### src/rtl/vga_timing_gen.sv
// rtl/vga_timing_gen.sv - VGA raster timing generator (counters, syncs, active video, strobes)
//
// Purpose:
//   Produces horizontal/vertical pixel counters, sync pulses, an active-video
//   flag and line/frame/pixel strobes. Every output is registered and decoded
//   from the next-count values, so hsync, vsync and video_on always describe
//   the hc/vc presented in the same cycle.
//
// Optional feature macro: VGA_TIMING_PIXDIV_EN
//   Defined   - a modulo-CLK_DIV divider gates counter advances; pix_tick
//               pulses once per CLK_DIV clocks.
//   Undefined - counters advance every clock; pix_tick is 1 out of reset.
//
// Ports:
//   clk          in   system clock
//   reset        in   synchronous, active-high reset
//   hc[10:0]     out  horizontal count, 0..H_TOTAL-1
//   vc[10:0]     out  vertical count, 0..V_TOTAL-1
//   hsync        out  horizontal sync, at HSYNC_POL while active
//   vsync        out  vertical sync, at VSYNC_POL while active
//   video_on     out  high inside the visible area
//   line_start   out  one-clk strobe on the first clk presenting hc==0
//   frame_start  out  one-clk strobe on the first clk presenting hc==0, vc==0
//   pix_tick     out  one-clk strobe on the first clk presenting a new (hc,vc)

module vga_timing_gen #(
    parameter int H_ACTIVE  = 1024,
    parameter int H_FP      = 24,
    parameter int H_SYNC    = 136,
    parameter int H_BP      = 160,
    parameter int V_ACTIVE  = 768,
    parameter int V_FP      = 3,
    parameter int V_SYNC    = 6,
    parameter int V_BP      = 29,
    parameter bit HSYNC_POL = 1'b0,
    parameter bit VSYNC_POL = 1'b0,
    parameter int CLK_DIV   = 1
) (
    input  logic        clk,
    input  logic        reset,
    output logic [10:0] hc,
    output logic [10:0] vc,
    output logic        hsync,
    output logic        vsync,
    output logic        video_on,
    output logic        line_start,
    output logic        frame_start,
    output logic        pix_tick
);

    localparam int H_TOTAL = H_ACTIVE + H_FP + H_SYNC + H_BP;
    localparam int V_TOTAL = V_ACTIVE + V_FP + V_SYNC + V_BP;

    // 12-bit decode constants so comparisons against the 11-bit counts are
    // width-matched and a full 2048 total cannot overflow.
    localparam logic [10:0] H_LAST   = 11'(H_TOTAL - 1);
    localparam logic [10:0] V_LAST   = 11'(V_TOTAL - 1);
    localparam logic [11:0] H_ACT    = 12'(H_ACTIVE);
    localparam logic [11:0] V_ACT    = 12'(V_ACTIVE);
    localparam logic [11:0] HS_START = 12'(H_ACTIVE + H_FP);
    localparam logic [11:0] HS_END   = 12'(H_ACTIVE + H_FP + H_SYNC);
    localparam logic [11:0] VS_START = 12'(V_ACTIVE + V_FP);
    localparam logic [11:0] VS_END   = 12'(V_ACTIVE + V_FP + V_SYNC);

    generate
        if (H_TOTAL > 2048) begin : g_h_total_chk
            $error("vga_timing_gen: H_TOTAL exceeds 2048");
        end
        if (V_TOTAL > 2048) begin : g_v_total_chk
            $error("vga_timing_gen: V_TOTAL exceeds 2048");
        end
        if (CLK_DIV < 1) begin : g_clk_div_chk
            $error("vga_timing_gen: CLK_DIV must be at least 1");
        end
    endgenerate

    logic adv;

`ifdef VGA_TIMING_PIXDIV_EN
    localparam int DIV_W = (CLK_DIV > 1) ? $clog2(CLK_DIV) : 1;
    localparam logic [DIV_W-1:0] DIV_LAST = DIV_W'(CLK_DIV - 1);

    logic [DIV_W-1:0] div_q;
    logic [DIV_W-1:0] div_d;

    // Advance on the last phase of the divider; with CLK_DIV=1 the count
    // stays at 0 and every clock advances.
    always_comb begin
        adv   = (div_q == DIV_LAST);
        div_d = adv ? '0 : div_q + 1'b1;
    end

    always_ff @(posedge clk) begin
        if (reset) begin
            div_q <= '0;
        end else begin
            div_q <= div_d;
        end
    end
`else
    assign adv = 1'b1;
`endif

    logic [10:0] hc_q, hc_d;
    logic [10:0] vc_q, vc_d;
    logic        hsync_q, hsync_d;
    logic        vsync_q, vsync_d;
    logic        video_on_q, video_on_d;
    logic        line_start_q, line_start_d;
    logic        frame_start_q, frame_start_d;
    logic        pix_tick_q, pix_tick_d;
    logic        in_hs;
    logic        in_vs;

    always_comb begin
        hc_d = hc_q;
        vc_d = vc_q;
        if (adv) begin
            if (hc_q == H_LAST) begin
                hc_d = '0;
                vc_d = (vc_q == V_LAST) ? '0 : vc_q + 11'd1;
            end else begin
                hc_d = hc_q + 11'd1;
            end
        end

        // Decode from the next counts so the registered flags line up with
        // the registered counts.
        in_hs         = ({1'b0, hc_d} >= HS_START) && ({1'b0, hc_d} < HS_END);
        in_vs         = ({1'b0, vc_d} >= VS_START) && ({1'b0, vc_d} < VS_END);
        hsync_d       = in_hs ? HSYNC_POL : ~HSYNC_POL;
        vsync_d       = in_vs ? VSYNC_POL : ~VSYNC_POL;
        video_on_d    = ({1'b0, hc_d} < H_ACT) && ({1'b0, vc_d} < V_ACT);
        pix_tick_d    = adv;
        line_start_d  = adv && (hc_d == 11'd0);
        frame_start_d = adv && (hc_d == 11'd0) && (vc_d == 11'd0);
    end

    // Reset parks the counters on the last position so the first advance
    // wraps to (0,0) and fires all strobes together.
    always_ff @(posedge clk) begin
        if (reset) begin
            hc_q          <= H_LAST;
            vc_q          <= V_LAST;
            hsync_q       <= ~HSYNC_POL;
            vsync_q       <= ~VSYNC_POL;
            video_on_q    <= 1'b0;
            line_start_q  <= 1'b0;
            frame_start_q <= 1'b0;
            pix_tick_q    <= 1'b0;
        end else begin
            hc_q          <= hc_d;
            vc_q          <= vc_d;
            hsync_q       <= hsync_d;
            vsync_q       <= vsync_d;
            video_on_q    <= video_on_d;
            line_start_q  <= line_start_d;
            frame_start_q <= frame_start_d;
            pix_tick_q    <= pix_tick_d;
        end
    end

    assign hc          = hc_q;
    assign vc          = vc_q;
    assign hsync       = hsync_q;
    assign vsync       = vsync_q;
    assign video_on    = video_on_q;
    assign line_start  = line_start_q;
    assign frame_start = frame_start_q;
    assign pix_tick    = pix_tick_q;

endmodule

### config.mk
export PLATFORM = sky130hd
export DESIGN_NAME = vga_timing_gen
export DESIGN_NICKNAME = d
export VERILOG_FILES = /design/src/rtl/vga_timing_gen.sv
export SDC_FILE = /design/constraint.sdc
export NUM_CORES = 1
export LEC_CHECK = 0
export ABC_CLOCK_PERIOD_IN_PS = 2700
export BUFFER_PORTS_ARGS = -buffer_cell sky130_fd_sc_hd__buf_2
export CORE_MARGIN = 5
export CORE_UTILIZATION = 30
export CTS_CLUSTER_DIAMETER = 50
export DETAILED_ROUTE_END_ITERATION = 8
export HOLD_SLACK_MARGIN = 0.12
export SYNTH_ARGS = -nofsm -noshare
export SYNTH_HDL_FRONTEND = slang
export SYNTH_SLANG_ARGS = --single-unit
### constraint.sdc
create_clock -name clk -period 2.7 [get_ports clk]
set_input_delay 0.27 -clock clk [delete_from_list [all_inputs] [get_ports clk]]
set_output_delay 0.27 -clock clk [all_outputs]
set_load 0.02 [all_outputs]
==> results.py, run 1 <==
metrics = {
    "logic_synthesis": {
        "ys_seq_area_frac": 0.351,
        "synthAdderAreaFrac": 0.0235,
        "synth_compound_area_frac": 0.154,
        "synth.distinct_cells": 47,
        "netlist_area_um2": 1600,
        "ys.flop_type": "dfxtp_1",
        "netlist_instances": 185,
        "synthArstFlopShare": 0,
        "synth_fp_nets": 190,
        "synthXorXnorAreaFrac": 0.0769,
        "ys_warn_count": 0,
        "ys_seq_elements": 28,
        "avgSynthCellArea_um2": 8.62,
        "synth_edf_count": 0,
        "synthSimpleGateAreaFrac": 0.333,
        "synth_top_family_by_area": "simple AND/OR/NAND/NOR gates",
        "muxShareOfSynthArea": 0.00627,
    },
    "cts": {
        "clock_sinks": 28,
        "clk_pin_slew_ns": 0.10,
        "postCtsResizedCells": 0,
        "root_buffer": "clkbuf_8",
        "hold_buffers": 0,
        "cts_max_path_buffers": 2,
        "cts_max_level": 1,
        "cts_tree": "built",
        "cts_buffers": 3,
        "clk_latency_ns": 0.28,
        "post-cts-setup-buffer-count": 0,
    },
    "route": {
        "totalWireLength_mm": 4.00,
        "ant_nets": 0,
        "dr.pass1.iters": 4,
        "drc": 0,
        "vias": 1423,
        "viasPerCell": 5.08,
        "wl_per_cell_um": 14.3,
        "drtIter0Drc": 102,
    },
    "worst_hold_path": {
        "worstHoldPathType": "primary input to flip-flop",
    },
    "timing": {
        "post-route-min-period_ns": 2.37,
        "fin_setup_tns_ns": 0,
        "min_period_over_period": 0.876,
        "slew_headroom": 0.631,
        "maxSlewViolCount": 0,
        "finClkSkew_ns": 0.00701,
        "setup_violations": 0,
        "rsz0062_at_grt": "false",
        "hold_viol": 0,
        "max_freq_mhz": 423,
        "tightestPinTransition_ns": 0.550,
    },
    "worst_setup_path": {
        "critical_path_class": "flip-flop to flip-flop",
        "cp_max_fo": 12,
        "worstPathArrival_ns": 2.55,
        "start_kind": "flip-flop",
        "cp.required_ns": 2.88,
        "end_kind": "flip-flop",
    },
    "grt": {
        "grt_pass1_vias": 1342,
        "grt_max_degree": 17,
        "track_usage": 0.112,
        "grt_overflow": 0,
        "antenna_found_initial": 0,
        "grt_pass1_wl_mm": 6.42,
    },
    "die": {
        "core_um2": 5140,
        "start_util": 0.310,
        "die_y_um": 82.9,
        "io_pins": 30,
        "die_area_um2": 6880,
        "rows": 26,
        "dieWidth_um": 82.9,
    },
    "run_status": {
        "status": "completed",
    },
    "cells_and_area": {
        "fill_cells": 577,
        "syn2layout_area_growth_pct": 17.1,
        "final_common_cell": "buf_2",
        "nets": 216,
        "diodes": 0,
        "drive_above_1_share": 0.224,
        "final_cell_mix": "buf_2 (29), dfxtp_1 (28), nand2_1 (16), nor2_1 (14), o21ai_0 (10)",
        "finish.utilization": 0.363,
    },
    "flow_run": {
        "cap_viol_max_count": 0,
    },
    "placed_design": {
        "portBuffers": 29,
        "hpwl_mm": 3.00,
        "place.gp.congestion": 0.852,
    },
    "pwr": {
        "power_mw": 2.26,
        "powerDensity_nw_per_um2": 1210,
        "total_leakage_power_nw": 0.745,
        "ir_drop_v": 0.000573,
    },
}
-- worst paths after layout --
kind | from | endpoint | slack, ns | depth (start not counted)
hold reg to reg | hc[0] | hc[0] | 0.56 | 1
setup reg to reg | hc[4] | frame_start | 0.33 | 6
hold / removal | reset | vc[6] | 0.34 | 2
setup / recovery | hc[4] | frame_start | 0.33 | 6
-- cells by family (layout without fill, tap and decap cells) --
logic type / count (synthesis) / count (layout)
adders and majority gates: 3 / 3
and+or+nand+nor: 85 / 85
DFF: 28 / 28
buffers and inverters: 19 / 44
xor gates and xnor gates: 14 / 14
AOI/OAI and AO/OA: 35 / 35
muxes: 1 / 1
-- flip-flops by register name, indices dropped and copies added (netlist names) --
| name | count |
|---|---|
| frame_start | 1 |
| hc | 11 |
| hsync | 1 |
| line_start | 1 |
| pix_tick | 1 |
| vc | 11 |
| video_on | 1 |
| vsync | 1 |
-- critical path: stages (launching register included) --
cell,delay (ns)
dfxtp_1,0.56
nand4_4,0.19
or4_4,0.63
nor4b_1,0.33
a21o_1,0.17
and4b_1,0.20
and4_1,0.19
-- Yosys cell counts (all sizes together), types with 3 or more instances --
master  number  area (um2)
buf          6        38.8
a21oi        8        40.0
dfxtp       28         561
a21o         3        22.5
clkbuf       6        22.5
and3         5        31.3
o21ai       11        55.1
nor3        11        65.1
xor2         6        52.6
nand3        8        40.0
nand2       16        60.1
and2         3        18.8
and4         4        35.0
inv          7        26.3
nor2        14        52.6
nand2b       4        25.0
ha           3        37.5
xnor2        8        70.1
nand4        5        46.3
-- metal layers --
| metal | wire (um) | part of all wire | global-route usage | vias up |
|---|---|---|---|---|
| met3 | 197 | 0.049 | 0.0317 | 2 |
| li1 | - | - | - | 716 |
| met1 | 1830 | 0.46 | 0.133 | 665 |
| met5 | 0 | 0 | 0 | - |
| met2 | 1960 | 0.49 | 0.198 | 40 |
| met4 | 17 | 0.0042 | 0.0253 | 0 |
-- report_power, final --
group | switching, mW | total, mW | internal (mW)
sequential | 0.178 | 0.703 | 0.525
clock | 0.138 | 0.337 | 0.199
combinational | 0.737 | 1.22 | 0.484
-- per-stage QoR --
| step | instance area, um2 | std cells | setup slack [ns] | hold WS (ns) |
|---|---|---|---|---|
| 6_report | 1870 | 280 | 0.333 | 0.336 |
| 5_1_grt | 1870 | 280 | 0.222 | 0.327 |
| 4_1_cts | 1870 | 280 | 0.336 | 0.335 |
| 3_5_place_dp | 1800 | 276 | 0.357 | 0.552 |
| 3_3_place_gp | 1800 | 276 | 0.431 | 0.541 |
| 2_1_floorplan | 1600 | 185 | 0.298 | 0.422 |
-- area by class of cell --
type                            count  area, um2  area share
Multi-Input combinational cell    138        947       0.507
Sequential cell                    28        561       0.300
Timing Repair Buffer               33        175      0.0938
Tap cell                           70       87.6      0.0469
Clock buffer                        3       41.3      0.0221
Clock inverter                      1       30.0      0.0161
Inverter                            7       26.3      0.0141
No activity file was read; power rests on OpenSTA's default activity.
==> inputs of run 2 (changes only) <==
--- a/config.mk
+++ b/config.mk
@@ -6,11 +6,11 @@
 export NUM_CORES = 1
 export LEC_CHECK = 0
 export ABC_CLOCK_PERIOD_IN_PS = 2700
-export BUFFER_PORTS_ARGS = -buffer_cell sky130_fd_sc_hd__buf_2
 export CORE_MARGIN = 5
 export CORE_UTILIZATION = 30
 export CTS_CLUSTER_DIAMETER = 50
 export DETAILED_ROUTE_END_ITERATION = 8
+export DONT_BUFFER_PORTS = 1
 export HOLD_SLACK_MARGIN = 0.12
 export SYNTH_ARGS = -nofsm -noshare
 export SYNTH_HDL_FRONTEND = slang
==> results.py, run 2 (synthesis results as in run 1) <==
metrics = {
    "timing": {
        "max_freq_mhz": 421,
        "finClkSkew_ns": 0.00573,
        "setup_ws_ns": 0.326,
        "min_period_over_period": 0.879,
        "hold_viol": 0,
        "maxSlewViolCount": 0,
        "post-route-min-period_ns": 2.37,
        "holdWs_ns": 0.344,
        "rsz0062_at_grt": "false",
        "setup_violations": 0,
        "fin_setup_tns_ns": 0,
        "slew_headroom": 0.623,
        "tightestPinTransition_ns": 0.565,
    },
    "worst_setup_path": {
        "reg2reg_from": "hc[8]",
        "crit_family": "simple AND/OR/NAND/NOR gates",
        "slowest_delay_ns": 0.59,
        "reg2reg_setup_slack_ns": 0.33,
        "critPathBufInv": 0,
        "critical_path_class": "flip-flop to flip-flop",
        "crit_chain": "nand4bb_1 > or4_4 > nor4b_1 > a21o_1 > and4b_1 > and4_1",
        "cp_max_fo": 12,
        "start_kind": "flip-flop",
        "r2r-end": "frame_start",
        "worstPathArrival_ns": 2.55,
        "end_kind": "flip-flop",
        "r2r_cells": 6,
        "critPathSlowestCell": "or4_4",
        "cp.required_ns": 2.88,
    },
    "die": {
        "core_um2": 5140,
        "die_area_um2": 6880,
        "io_pins": 30,
        "dieWidth_um": 82.9,
        "rows": 26,
        "die_y_um": 82.9,
        "start_util": 0.310,
    },
    "cells_and_area": {
        "final_cell_mix": "dfxtp_1 (28), nand2_1 (16), buf_4 (16), nor2_1 (14), o21ai_0 (10)",
        "drive_above_1_share": 0.155,
        "syn2layout_area_growth_pct": 14.3,
        "instances_no_fill": 264,
        "nets": 200,
        "final_common_cell": "dfxtp_1",
        "finish.utilization": 0.355,
        "diodes": 0,
    },
    "route": {
        "ant_nets": 0,
        "dr.pass1.iters": 4,
        "drtIter0Drc": 93,
        "drc": 0,
        "viasPerCell": 5.21,
        "totalWireLength_mm": 4.13,
        "vias": 1376,
        "wl_per_cell_um": 15.6,
    },
    "cts": {
        "clk_latency_ns": 0.27,
        "cts_max_path_buffers": 2,
        "postCtsResizedCells": 0,
        "root_buffer": "clkbuf_8",
        "clk_pin_slew_ns": 0.10,
        "cts_max_level": 1,
        "cts_tree": "built",
        "cts_buffers": 3,
        "clock_sinks": 28,
    },
    "grt": {
        "grt_pass1_wl_mm": 6.96,
        "grt_max_degree": 17,
        "track_usage": 0.123,
        "grt_overflow": 0,
        "grt_pass1_vias": 1272,
        "antenna_found_initial": 0,
    },
    "worst_hold_path": {
        "hold_start": "reset",
        "hold_path_depth": 2,
        "worstHoldPathType": "primary input to flip-flop",
        "min_to": "vc[0]",
    },
    "run_status": {
        "status": "completed",
    },
    "pwr": {
        "powerDensity_nw_per_um2": 1240,
        "total_leakage_power_nw": 0.689,
        "ir_drop_v": 0.000361,
    },
    "placed_design": {
        "place.gp.congestion": 0.881,
        "place_inst": 259,
        "place_ws_ns": 0.341,
        "hpwl_mm": 3.18,
        "portBuffers": 0,
    },
    "flow_run": {
        "cap_viol_max_count": 0,
    },
}
-- run 2: per-stage QoR --
step / total power, mW / instance area (um2)
2_1_floorplan: 1.64 / 1600
3_3_place_gp: 1.92 / 1740
3_5_place_dp: 1.94 / 1740
4_1_cts: 2.28 / 1820
5_1_grt: 2.44 / 1820
6_report: 2.26 / 1820
-- run 2: area by class of cell --
cell class	count	area, um2
Clock buffer	3	41.3
Clock inverter	1	30.0
Multi-Input combinational cell	138	947
Tap cell	70	87.6
Fill cell	569	3320
Timing Repair Buffer	17	130
Inverter	7	26.3
Sequential cell	28	561
-- run 2: worst max path at each step --
stage               startpoint     endpoint  slack (ns)  depth (start not counted)
finish                   hc[8]  frame_start        0.33                          6
global route             hc[8]  frame_start        0.19                          6
CTS                      hc[8]  frame_start        0.32                          6
detailed placement       hc[8]  frame_start        0.34                          6
global placement         hc[8]  frame_start        0.40                          6
floorplan                hc[0]        vsync        0.30                          9
-- run 2: repair_timing --
item / in CTS / in global routing
endpoints found under the setup margin: 0 / 0
setup buffers: 0 / 0
hold endpoints to repair: 10 / 0
hold buffers: 1 / 0
-- run 2: worst reg2reg max path: cells and delay by family (launching register included) --
kind,cells,cell delay (ns)
AO/OA/AOI/OAI,1,0.17
flip-flops,1,0.54
AND/OR/NAND/NOR,5,1.57
-- run 2: report_power, final --
part           internal, mW  total, mW  switching, mW
clock network         0.199      0.331          0.133
logic                 0.488       1.25          0.764
registers             0.525      0.674          0.149
total                  1.21       2.26           1.05
-- run 2: per-layer routing --
metal / vias up / GRT usage / wire length (um)
met5: - / 0 / 0
met4: 0 / 0.0282 / 57
met3: 6 / 0.0505 / 331
met2: 52 / 0.202 / 2000
met1: 630 / 0.150 / 1740
li1: 688 / - / -
